--- config.mk ---
export PLATFORM = sky130hd
export DESIGN_NAME = prio_arbiter
export DESIGN_NICKNAME = d
export VERILOG_FILES = /design/src/rtl/prio_arbiter_pkg.sv /design/src/rtl/prio_max_tree.sv /design/src/rtl/prio_arbiter.sv
export SDC_FILE = /design/constraint.sdc
export NUM_CORES = 1
export LEC_CHECK = 0
export BUFFER_PORTS_ARGS = -buffer_cell sky130_fd_sc_hd__buf_2
export CAP_MARGIN = 0
export CORE_ASPECT_RATIO = 1.4
export CORE_MARGIN = 2
export CORE_UTILIZATION = 49
export CTS_CLUSTER_SIZE = 10
export DETAILED_ROUTE_END_ITERATION = 10
export PLACE_DENSITY = 0.78
export SLEW_MARGIN = 40
export SYNTH_ARGS = -nofsm -noshare
export SYNTH_HDL_FRONTEND = slang
export SYNTH_SLANG_ARGS = --single-unit
--- constraint.sdc ---
create_clock -name clock -period 6.1 [get_ports clock]
set_input_delay 1.22 -clock clock [delete_from_list [all_inputs] [get_ports clock]]
set_output_delay 1.22 -clock clock [all_outputs]
set_load 0.05 [all_outputs]
--- src/rtl/prio_arbiter_pkg.sv ---
// Shared types for the priority arbiter: FSM states, compare-tree candidate and id-width helper.
package prio_arbiter_pkg;

  localparam int MaxIdW  = 8;
  localparam int MaxKeyW = 33;

  typedef enum logic {
    IDLE,
    GRANT
  } state_e;

  // Candidate fields are sized for the largest supported configuration and zero-extended.
  typedef struct packed {
    logic [MaxIdW-1:0]  id;
    logic [MaxKeyW-1:0] key;
  } cand_t;

  function automatic int idWidth(input int n);
    return (n > 1) ? $clog2(n) : 1;
  endfunction

endpackage

--- src/rtl/prio_max_tree.sv ---
// Log-depth max-reduction tree: returns the lowest index holding the largest valid key.
module prio_max_tree
  import prio_arbiter_pkg::*;
#(
  parameter int N     = 4,
  parameter int KEY_W = 5,
  parameter int ID_W  = 2
) (
  input  logic [N-1:0]            valid_i,
  input  logic [N-1:0][KEY_W-1:0] key_i,
  output logic                    found_o,
  output logic [ID_W-1:0]         idx_o
);

  localparam int Leaves = 1 << $clog2(N);

  logic  nodeValid [2*Leaves-1];
  cand_t node      [2*Leaves-1];

  for (genvar i = 0; i < Leaves; i++) begin : g_leaf
    if (i < N) begin : g_real
      assign nodeValid[Leaves-1+i] = valid_i[i];
      assign node[Leaves-1+i]      = '{id: MaxIdW'(i), key: MaxKeyW'(key_i[i])};
    end else begin : g_pad
      assign nodeValid[Leaves-1+i] = 1'b0;
      assign node[Leaves-1+i]      = '0;
    end
  end

  // Left subtrees cover lower indices, so ">=" keeps the lower index on a tie.
  for (genvar k = 0; k < Leaves - 1; k++) begin : g_node
    logic takeLeft;
    assign takeLeft = nodeValid[2*k+1] &&
                      (!nodeValid[2*k+2] || (node[2*k+1].key >= node[2*k+2].key));
    assign nodeValid[k] = nodeValid[2*k+1] | nodeValid[2*k+2];
    assign node[k]      = takeLeft ? node[2*k+1] : node[2*k+2];
  end

  assign found_o = nodeValid[0];
  assign idx_o   = node[0].id[ID_W-1:0];

endmodule

--- src/rtl/prio_arbiter.sv ---
// Registered priority arbiter with empty mask, optional round-robin tie-break and aging,
// holding each grant under a valid/ready handshake.
module prio_arbiter
  import prio_arbiter_pkg::*;
#(
  parameter int NUMBER_OF_QUEUES = 4,
  parameter int PRIORITY_SIZE    = 4,
  parameter int TIE_BREAK_RR     = 1,
  parameter int AGING_THRESHOLD  = 0
) (
  input  logic                                              clock,
  input  logic                                              reset,
  input  logic [NUMBER_OF_QUEUES-1:0][PRIORITY_SIZE-1:0]    priorities,
  input  logic [NUMBER_OF_QUEUES-1:0]                       empty,
  input  logic                                              grant_ready,
  output logic                                              grant_valid,
  output logic [$clog2(NUMBER_OF_QUEUES)-1:0]               selection,
  output logic [PRIORITY_SIZE-1:0]                          selected_priority
);

  localparam int N    = NUMBER_OF_QUEUES;
  localparam int IdW  = idWidth(N);
  localparam int KeyW = PRIORITY_SIZE + 1;
  localparam int CntW = (AGING_THRESHOLD > 0) ? $clog2(AGING_THRESHOLD + 1) : 1;
  localparam logic [IdW-1:0] LastId = IdW'(N - 1);

  state_e                     state_q;
  logic                       valid_q;
  logic [IdW-1:0]             selection_q;
  logic [PRIORITY_SIZE-1:0]   selPrio_q;
  logic [IdW-1:0]             rrPtr_q;
  logic [N-1:0][CntW-1:0]     waitCnt_q, waitCnt_d;

  logic                       accept;
  logic [N-1:0]               eligible, aged, rotValid;
  logic [N-1:0][KeyW-1:0]     key, rotKey;
  logic                       found;
  logic [IdW-1:0]             rotWinner, winner;

  // Maps a rotated tree position back to a queue id; identity in fixed-priority mode.
  function automatic int srcOf(input logic [IdW-1:0] ptr, input int j);
    return (TIE_BREAK_RR != 0) ? (int'(ptr) + 1 + j) % N : j;
  endfunction

  assign accept = (state_q == GRANT) && grant_ready;

  // The accepted queue is masked because its empty flag only reflects the pop next cycle.
  always_comb begin
    eligible = '0;
    aged     = '0;
    key      = '0;
    for (int i = 0; i < N; i++) begin
      aged[i]     = (AGING_THRESHOLD > 0) && (waitCnt_q[i] == CntW'(AGING_THRESHOLD));
      eligible[i] = !empty[i] && !(accept && (selection_q == IdW'(i)));
      key[i]      = {aged[i], priorities[i]};
    end
  end

  always_comb begin
    rotValid = '0;
    rotKey   = '0;
    for (int j = 0; j < N; j++) begin
      rotValid[j] = eligible[srcOf(rrPtr_q, j)];
      rotKey[j]   = key[srcOf(rrPtr_q, j)];
    end
  end

  prio_max_tree #(
    .N     (N),
    .KEY_W (KeyW),
    .ID_W  (IdW)
  ) u_tree (
    .valid_i (rotValid),
    .key_i   (rotKey),
    .found_o (found),
    .idx_o   (rotWinner)
  );

  assign winner = IdW'(srcOf(rrPtr_q, int'(rotWinner)));

  always_comb begin
    waitCnt_d = waitCnt_q;
    for (int i = 0; i < N; i++) begin
      if ((AGING_THRESHOLD == 0) || empty[i] || (accept && (selection_q == IdW'(i)))) begin
        waitCnt_d[i] = '0;
      end else if (waitCnt_q[i] != CntW'(AGING_THRESHOLD)) begin
        waitCnt_d[i] = waitCnt_q[i] + 1'b1;
      end
    end
  end

  // Accept wins over withdraw; a held grant is never preempted by priority changes.
  always_ff @(posedge clock) begin
    if (reset) begin
      state_q     <= IDLE;
      valid_q     <= 1'b0;
      selection_q <= '0;
      selPrio_q   <= '0;
      rrPtr_q     <= LastId;
      waitCnt_q   <= '0;
    end else begin
      waitCnt_q <= waitCnt_d;
      unique case (state_q)
        IDLE: begin
          if (found) begin
            state_q     <= GRANT;
            valid_q     <= 1'b1;
            selection_q <= winner;
            selPrio_q   <= priorities[winner];
          end
        end
        GRANT: begin
          if (grant_ready) begin
            rrPtr_q <= selection_q;
            if (found) begin
              selection_q <= winner;
              selPrio_q   <= priorities[winner];
            end else begin
              state_q <= IDLE;
              valid_q <= 1'b0;
            end
          end else if (empty[selection_q]) begin
            state_q <= IDLE;
            valid_q <= 1'b0;
          end
        end
        default: begin
          state_q <= IDLE;
          valid_q <= 1'b0;
        end
      endcase
    end
  end

  assign grant_valid       = valid_q;
  assign selection         = selection_q;
  assign selected_priority = selPrio_q;

endmodule

==> impl_metrics.yaml, run 1 <==
run_status:
  status: "finished clean"
synthesis:
  syn_inst: 206
  synth_cell_types: 49
  yosysWarningCount: 0
  synth_edf_count: 0
  syn_area_um2: 1702
  async_flop_share_pct: 0
  avgSynthCellArea_um2: 8.260
  yosysSeqAreaShare_pct: 11.76
  syn-num-nets: 242
  synth-seq-cells: 10
  ys.flop_type: "dfxtp_1"
clock_network:
  clkSinkCount: 10
  clock_path_buffers: 2
  cts-root-buf: "clkbuf_8"
  cts.clk_slew.worst_paths_ns: 0.05
  insertion_delay_ns: 0.24
  cts_buffers: 3
  cts_tree: "yes"
  cts-htree-levels: 1
detailed_routing:
  routedWlPerCell_um: 13.88
  maxUsedRoutingLayer: "met4"
  drt-pass1-iter-count: 4
  ant_nets: 0
  dr_wl_met2_um: 2134
  met1_length_um: 1658
  post-route-drc-count: 0
  met3WireLength_um: 51
  drtIter0Drc: 26
  drt-total-wl_um: 3886
  viasPerCell: 5.761
  vias: 1613
global_routing:
  grt_max_degree: 19
  grt_pass1_vias: 1456
  gr-total-overflow: 0
  grt_usage_pct: 20.18
  antenna_found_initial: 0
  grt_pass1_wl_um: 6106
worst_setup_path:
  regToRegStartpoint: "rrPtr_q[0]"
  arrival_ns: 6.04
  cp-end-kind: "register"
  crit_start: "priorities[8]"
  r2r-end: "selected_priority[1]"
  r2r.worst_path.cells: 25
  required_ns: 6.22
  crit_type: "primary input to register"
  r2r_slack_ns: 0.66
  cp-endpoint: "selected_priority[1]"
  worstPathMaxFanout: 5
  startpoint_type: "primary input"
pwr:
  clkPwrFrac_pct: 12.3
  powerDensity_nw_per_um2: 340.5
  p_int_uw: 368.9
  vdd_ir_drop_max_v: 0.0002453
  swShare_pct: 45.87
  p_leak_uw: 0.001063
  p_sw_uw: 312.7
  pwr-share-comb_pct: 71.4
  pwr-share-seq_pct: 16.2
floorplan:
  design.die.area_um2: 3967
  num_rows: 25
  die_x_um: 53.81
  core_um2: 3347
  start_util_pct: 50.84
  ios: 30
  die_y_um: 73.73
hold_path:
  hp-class: "register to register"
sta:
  clock_skew_ns: 0.001964
  final_max_slew_viol_count: 0
  max_slew_margin_pct: 61.04
  setup_violations: 0
  max_freq_ghz: 0.1689
  hold_violations: 0
  fin_crit_ns: 5.920
  tightest_slew_ns: 0.5844
  fin_crit_sh_pct: 97.05
  worst_hold_slack_ns: 0.5168
layout:
  nets: 277
  area_growth_pct: 17.65
  layout_common_cells: "buf_2, mux2i_1, nand2_1"
  final_area_um2: 2002
  final_common_cell: "buf_2"
  drive_above_1_share_pct: 30.42
  diodes: 0
placed_design:
  portBuffers: 29
  finalWeightedCongestion: 0.8882
  hpwl_um: 3068
  placed_area_um2: 1896
flow_run:
  maxCapViolCount: 0
cell type report:
cell class / count / area (um2)
multi-input cells: 169 / 1385
well taps: 40 / 50.05
fillers: 327 / 1345
repair buffers: 42 / 255.2
flip-flops and latches: 10 / 200.2
clock buffers: 4 / 55.05
inverters: 15 / 56.30
worst min-delay path by stage:
stage                start  cells past startpoint          end
6_report       grant_valid                      2  grant_valid
5_1_grt        grant_valid                      2  grant_valid
4_1_cts        grant_valid                      2  grant_valid
3_5_place_dp   grant_valid                      2  grant_valid
3_3_place_gp   grant_valid                      2  grant_valid
2_1_floorplan      state_q                      3   rrPtr_q[0]
worst max-delay path, stage by stage:
cell and delay, ns:
buf_2 0.11, mux2_2 0.27, o21ai_1 0.19, inv_1 0.08, ha_1 0.26, nand2b_1 0.14, a21o_1 0.17, a21o_1 0.18
a21o_1 0.18, o311a_1 0.36, o22ai_2 0.21, mux2i_1 0.24, ha_1 0.25, nand2b_1 0.14, a211oi_1 0.23, o21bai_1 0.17
o21bai_4 0.14, o221ai_1 0.13, o21a_1 0.13, ha_1 0.20, xnor2_2 0.15, xnor2_2 0.15, buf_4 0.17, xnor2_4 0.18
nor4_1 0.08, a221o_2 0.31
stage by stage:
| step | instances | total power (uW) | TNS, ns | util (%) | setup slack, ns |
|---|---|---|---|---|---|
| after global placement | 274 | 562.0 | -0.04342 | 56.52 | -0.01666 |
| after CTS | 278 | 655.0 | 0 | 58.28 | 0.08652 |
| after detailed placement | 274 | 570.8 | -0.5868 | 56.64 | -0.1526 |
| final | 280 | 681.6 | 0 | 59.81 | 0.1798 |
| after global routing | 280 | 731.5 | -0.4070 | 59.81 | -0.1075 |
| after floorplan | 206 | 462.4 | 0 | - | 0.05997 |
synthesized netlist by cell type, types with 2 or more instances:
cell type / number / area, um2
a22oi_1: 2 / 15.01
nand4b_1: 2 / 17.52
o22ai_1: 2 / 12.51
a21o_1: 6 / 45.04
mux2i_1: 27 / 270.3
a211o_1: 2 / 17.52
nand2b_1: 3 / 18.77
dfxtp_1: 10 / 200.2
nor3_1: 5 / 25.02
xnor2_1: 2 / 17.52
and2b_2: 2 / 17.52
clkinv_1: 2 / 7.510
clkbuf_1: 3 / 11.26
and3_2: 2 / 15.01
clkbuf_8: 2 / 27.53
nor2b_1: 2 / 12.51
buf_6: 4 / 45.04
a21oi_1: 9 / 45.04
a31oi_1: 3 / 18.77
o21ai_0: 5 / 25.02
nor4_1: 4 / 25.02
nand2_1: 27 / 101.4
and2_1: 3 / 18.77
mux2_2: 7 / 78.83
nor2_1: 14 / 52.55
o21a_1: 4 / 30.03
buf_4: 2 / 15.01
a221o_2: 4 / 45.04
ha_1: 13 / 162.7
mux4_1: 2 / 52.55
inv_1: 13 / 48.80
power by group through the flow:
stage | Sequential (uW) | Combinational [uW] | Clock, uW
final | 111 | 487 | 84.1
after global routing | 114 | 529 | 88.4
after CTS | 110 | 461 | 83.5
after detailed placement | 111 | 459 | 0
after global placement | 111 | 451 | 0
after floorplan | 173 | 290 | 0
cell families (layout without fill, tap and decap cells):
logic type	Yosys count	count (layout)	synth area share, %
buffers and inverters	28	61	9.632
adders and majority gates	13	13	9.559
muxes	37	37	24.93
and+or+nand+nor	68	68	20.07
DFF	10	10	11.76
AOI/OAI and AO/OA	47	47	21.40
xor gates and xnor gates	3	4	2.647
registers in the layout (all words and copies together), names as in the netlist:
name               cells
selected_priority      4
rrPtr_q                2
state_q                1
grant_valid            1
selection              2
routing by layer:
| layer | up-vias | GRT usage (%) |
|---|---|---|
| li1 | 831 | - |
| met1 | 756 | 23.06 |
| met2 | 20 | 36.31 |
| met3 | 6 | 1.829 |
| met4 | 0 | 9.117 |
| met5 | - | 0 |
what timing repair did:
| action | 4_1_cts | 5_1_grt |
|---|---|---|
| endpoints found under the setup margin | 0 | 5 |
| resized for setup | 0 | 5 |
| setup buffers | 0 | 1 |
| hold buffers | 0 | 0 |
No activity file was read; power rests on OpenSTA's default activity.
==> inputs of run 2 (changes only) <==
--- a/config.mk
+++ b/config.mk
@@ -9,10 +9,10 @@
 export CAP_MARGIN = 0
 export CORE_ASPECT_RATIO = 1.4
 export CORE_MARGIN = 2
-export CORE_UTILIZATION = 49
+export CORE_UTILIZATION = 51
 export CTS_CLUSTER_SIZE = 10
 export DETAILED_ROUTE_END_ITERATION = 10
-export PLACE_DENSITY = 0.78
+export PLACE_DENSITY = 0.81
 export SLEW_MARGIN = 40
 export SYNTH_ARGS = -nofsm -noshare
 export SYNTH_HDL_FRONTEND = slang
==> run 2 against run 1 <==
- hold slack worse by 0.016 ns
- combinational power hardly changed
- sequential cell count stayed put
- clock skew is 0.0016 ns lower
- core utilization is 2.6 points higher
- non-clock buffer count is 4 lower
- sequential power hardly changed
- maximum frequency hardly changed
- setup slack better by 0.0059 ns
- critical path depth is 1 lower
- clock-buffer cell count is 1 lower
- sequential share of layout area is 0.17 points higher
- critical path type unchanged
- largest power group unchanged
==> impl_metrics.yaml, run 2 (synthesized netlist as in run 1, its figures left out) <==
flow_run:
  maxCapViolCount: 0
global_routing:
  gr-total-overflow: 0
  grt-busiest-layer: "met2"
  grt_pass1_wl_um: 6265
  grt_usage_pct: 21.02
  grt_pass1_vias: 1449
  antenna_found_initial: 0
  met1_usage_pct: 26.70
  grt_use_met2_pct: 37.36
  globalRouteMet3Util_pct: 1.029
  grt_max_degree: 27
worst_setup_path:
  crit_type: "primary input to register"
  arrival_ns: 6.03
  worstPathBufferInverterCount: 2
  worstSetupPathDepth: 25
  required_ns: 6.22
  crit_family: "compound AO/OA/AOI/OAI gates"
  r2r.worst_path.cells: 24
  cpMaxStageDelayCell: "o311a_1"
  slowest_delay_ns: 0.35
  startpoint_type: "primary input"
  cp-end-kind: "register"
  worstPathMaxFanout: 5
floorplan:
  core_um2: 3153
  start_util_pct: 53.97
  die_x_um: 52.82
  ios: 30
  design.die.area_um2: 3821
  num_rows: 24
  die_y_um: 72.35
layout:
  diodes: 0
  final_common_cell: "buf_2"
  area_growth_pct: 15.66
  nets: 273
  drive_above_1_share_pct: 30.21
  largest_register_ffs: 4
  layout_common_cells: "buf_2, nand2_1, mux2i_1"
  final_cells: 274
  utilization_pct: 62.42
  fillers: 289
clock_network:
  insertion_delay_ns: 0.23
  clkSinkCount: 10
  cts.clk_slew.worst_paths_ns: 0.05
  cts-root-buf: "clkbuf_8"
  clock_path_buffers: 2
  cts-htree-levels: 1
  cts_buffers: 3
  cts_tree: "yes"
  postCtsHoldBufs: 0
hold_path:
  hp-class: "register to register"
  hold_depth: 2
pwr:
  p_leak_uw: 0.001037
  powerDensity_nw_per_um2: 338.4
  power_uw: 666.1
  vdd_ir_drop_max_v: 0.0002372
sta:
  tightest_slew_ns: 0.5995
  clock_skew_ns: 0.0003227
  worst_hold_slack_ns: 0.5012
  final_max_slew_viol_count: 0
  fin_crit_sh_pct: 96.96
  hold_violations: 0
  max_slew_margin_pct: 60.03
  setup_violations: 0
  fin_crit_ns: 5.914
  max_freq_ghz: 0.1691
  fin_setup_tns_ns: 0
placed_design:
  portBuffers: 29
  hpwl_um: 3026
  finalWeightedCongestion: 0.9066
  placed_cells: 269
detailed_routing:
  ant_nets: 0
  viasPerCell: 5.712
  routedWlPerCell_um: 14.38
  drt-total-wl_um: 3940
  drt-pass1-iter-count: 4
  post-route-drc-count: 0
  vias: 1565
  drtIter0Drc: 25
run_status:
  status: "finished clean"
[run 2: worst paths after layout]
| kind | start | slack, ns | end |
|---|---|---|---|
| min | grant_valid | 0.50 | grant_valid |
| max reg2reg | rrPtr_q[0] | 0.64 | selected_priority[3] |
| min reg2reg | grant_valid | 0.50 | grant_valid |
| max | priorities[0] | 0.19 | selected_priority[3] |
[run 2: tightest hold or removal path: stages (launching register included)]
cell and delay [ns]:
dfxtp_1 0.33, a2bb2oi_1 0.06, nor2_1 0.07
[run 2: through the flow]
step           setup WS (ns)  area, um2
6_report              0.1857       1968
3_5_place_dp         -0.1923       1864
2_1_floorplan        0.05997       1702
4_1_cts              0.04893       1906
5_1_grt             -0.01101       1968
3_3_place_gp      -0.0003588       1861
[run 2: timing repair]
item	CTS	global route
setup endpoints to repair	0	5
resized for setup	0	8
hold endpoints to repair	0	0
buffers inserted	0	1
[run 2: power breakdown]
part | switching, uW | total (uW) | internal, uW | leakage, uW
registers | 22.2 | 110 | 87.4 | 0.0000832
logic | 268 | 489 | 221 | 0.000932
clock network | 24.4 | 67.5 | 43.1 | 0.0000216
[run 2: cell type report]
| cell class | count | area (um2) | area share (%) |
|---|---|---|---|
| Timing Repair Buffer | 38 | 225.2 | 11.44 |
| Multi-Input combinational cell | 169 | 1396 | 70.95 |
| Inverter | 15 | 56.30 | 2.861 |
| Tap cell | 39 | 48.80 | 2.479 |
| Sequential cell | 10 | 200.2 | 10.17 |
| Clock buffer | 3 | 41.29 | 2.098 |
[run 2: layer usage]
metal  share of wire (%)  up-vias
met5                   0        -
met4                 1.4        0
met3                 1.1        6
met2                  53       17
met1                  45      728
li1                    -      814
==> inputs of run 3 (changes only) <==
--- a/config.mk
+++ b/config.mk
@@ -8,11 +8,10 @@
 export BUFFER_PORTS_ARGS = -buffer_cell sky130_fd_sc_hd__buf_2
 export CAP_MARGIN = 0
 export CORE_ASPECT_RATIO = 1.4
-export CORE_MARGIN = 2
-export CORE_UTILIZATION = 51
+export CORE_UTILIZATION = 57
 export CTS_CLUSTER_SIZE = 10
 export DETAILED_ROUTE_END_ITERATION = 10
-export PLACE_DENSITY = 0.81
+export PLACE_DENSITY = 0.85
 export SLEW_MARGIN = 40
 export SYNTH_ARGS = -nofsm -noshare
 export SYNTH_HDL_FRONTEND = slang
==> constraint.sdc (replaced) <==
create_clock -name clock -period 6.8 [get_ports clock]
set_input_delay 1.36 -clock clock [delete_from_list [all_inputs] [get_ports clock]]
set_output_delay 1.36 -clock clock [all_outputs]
set_load 0.05 [all_outputs]
==> run 3 against run 2 <==
- die area down 16%
- combinational power down 22%
- clock power up 8.3%
- sequential cell count unchanged
- first-iteration DRC count down 4.0%
- final cell count down 2.6%
- sequential share of layout area up 0.51 points
- hold slack better by 0.046 ns
- final area down 4.8%
- via count down 0.77%
- highest routed layer unchanged
==> impl_metrics.yaml, run 3 (synthesized netlist as in run 1, its figures left out) <==
floorplan:
  ios: 30
  num_rows: 23
  design.die.area_um2: 3211
  core_um2: 2849
  start_util_pct: 59.73
  die_y_um: 66.65
  die_x_um: 48.18
worst_setup_path:
  required_ns: 6.92
  startpoint_type: "primary input"
  worstPathBufferInverterCount: 2
  slowest_delay_ns: 0.36
  arrival_ns: 6.41
  crit_family: "compound AO/OA/AOI/OAI gates"
  r2r-end: "selected_priority[2]"
  regToRegStartpoint: "rrPtr_q[1]"
  worstPathMaxFanout: 9
  cpMaxStageDelayCell: "xnor2_1"
  crit_start: "priorities[8]"
  cp-end-kind: "register"
  worstSetupPathDepth: 25
  r2r.worst_path.cells: 24
  cp-endpoint: "selected_priority[2]"
  crit_type: "primary input to register"
  r2r_slack_ns: 0.88
placed_design:
  finalWeightedCongestion: 0.8988
  dp_slack_ns: 0.3197
  portBuffers: 29
  hpwl_um: 2955
  placed_area_um2: 1819
clock_network:
  postCtsHoldBufs: 0
  postCtsSetupBuffers: 0
  cts-root-buf: "clkbuf_8"
  cts_tree: "yes"
  cts-htree-levels: 1
  clock_path_buffers: 2
  post_cts_resized: 0
  cts_buffers: 3
  insertion_delay_ns: 0.23
  clkSinkCount: 10
  cts.clk_slew.worst_paths_ns: 0.05
global_routing:
  gr-total-overflow: 0
  grt_max_degree: 27
  grt_pass1_vias: 1444
  grt_usage_pct: 24.86
  antenna_found_initial: 0
  grt_pass1_wl_um: 5871
layout:
  largest_register_ffs: 4
  nets: 267
  multiInputGateArea_um2: 1341
  drive_above_1_share_pct: 25.65
  final_area_um2: 1874
  final_common_cell: "buf_2"
  seq_area_um2: 200.2
  fillers: 235
  area_growth_pct: 10.15
  diodes: 0
  layout_common_cells: "buf_2, mux2i_1, nand2_1"
  utilization_pct: 65.79
pwr:
  vdd_ir_drop_max_v: 0.0001831
  p_leak_uw: 0.0009863
  powerDensity_nw_per_um2: 295.1
  power_uw: 553.1
detailed_routing:
  drt-total-wl_um: 3681
  post-route-drc-count: 0
  drtIter0Drc: 24
  routedWlPerCell_um: 13.79
  drt-pass1-iter-count: 5
  ant_nets: 0
  vias: 1553
  viasPerCell: 5.816
run_status:
  status: "finished clean"
sta:
  worst_slack_ns: 0.5095
  clock_skew_ns: 0.0003107
  max_slew_margin_pct: 58.01
  fin_setup_tns_ns: 0
  setup_violations: 0
  final_max_slew_viol_count: 0
  fin_crit_ns: 6.291
  hold_violations: 0
  rsz0062_at_grt: "no"
  max_freq_ghz: 0.1590
  tightest_slew_ns: 0.6290
  fin_crit_sh_pct: 92.51
hold_path:
  hp-class: "register to register"
flow_run:
  maxCapViolCount: 0
==> run 3: worst min-delay path, cell delays in order, from the launching register on <==
cell       delay [ns]
dfxtp_1          0.34
a2bb2oi_1        0.07
nor2_1           0.10
==> run 3: layout make-up <==
cell class / instances / area share (%)
clock buffer: 4 / 2.937
inverter: 15 / 3.004
multi-input combinational: 168 / 71.56
sequential: 10 / 10.68
tap: 37 / 2.470
timing repair buffer: 33 / 9.346
==> run 3: how the worst min path moves through the flow <==
stage,start,end,slack (ns),cells past startpoint
3_5_place_dp,grant_valid,grant_valid,0.54,2
5_1_grt,grant_valid,grant_valid,0.60,2
2_1_floorplan,state_q,rrPtr_q[0],0.62,3
6_report,grant_valid,grant_valid,0.55,2
4_1_cts,grant_valid,grant_valid,0.55,2
3_3_place_gp,grant_valid,grant_valid,0.50,2
==> run 3: layer usage <==
layer	vias to the layer above	part of all wire (%)	track usage (%)
met1	711	44	28.87
met4	0	1.5	10.76
li1	808	-	-
met5	-	0	0
met3	8	2.1	1.626
met2	26	53	43.67
==> run 3: power breakdown <==
part           leakage (uW)  total (uW)  switching (uW)  internal (uW)
combinational      0.000874         379             216            163
sequential        0.0000832         101            22.6           78.3
clock             0.0000288        73.1            22.3           50.8
total              0.000986         553             261            292
==> run 3: metrics by stage <==
step / instances / hold WS (ns)
3_5_place_dp: 263 / 0.5400
2_1_floorplan: 206 / 0.6212
6_report: 267 / 0.5470
4_1_cts: 267 / 0.5549
5_1_grt: 267 / 0.5983
3_3_place_gp: 263 / 0.4979
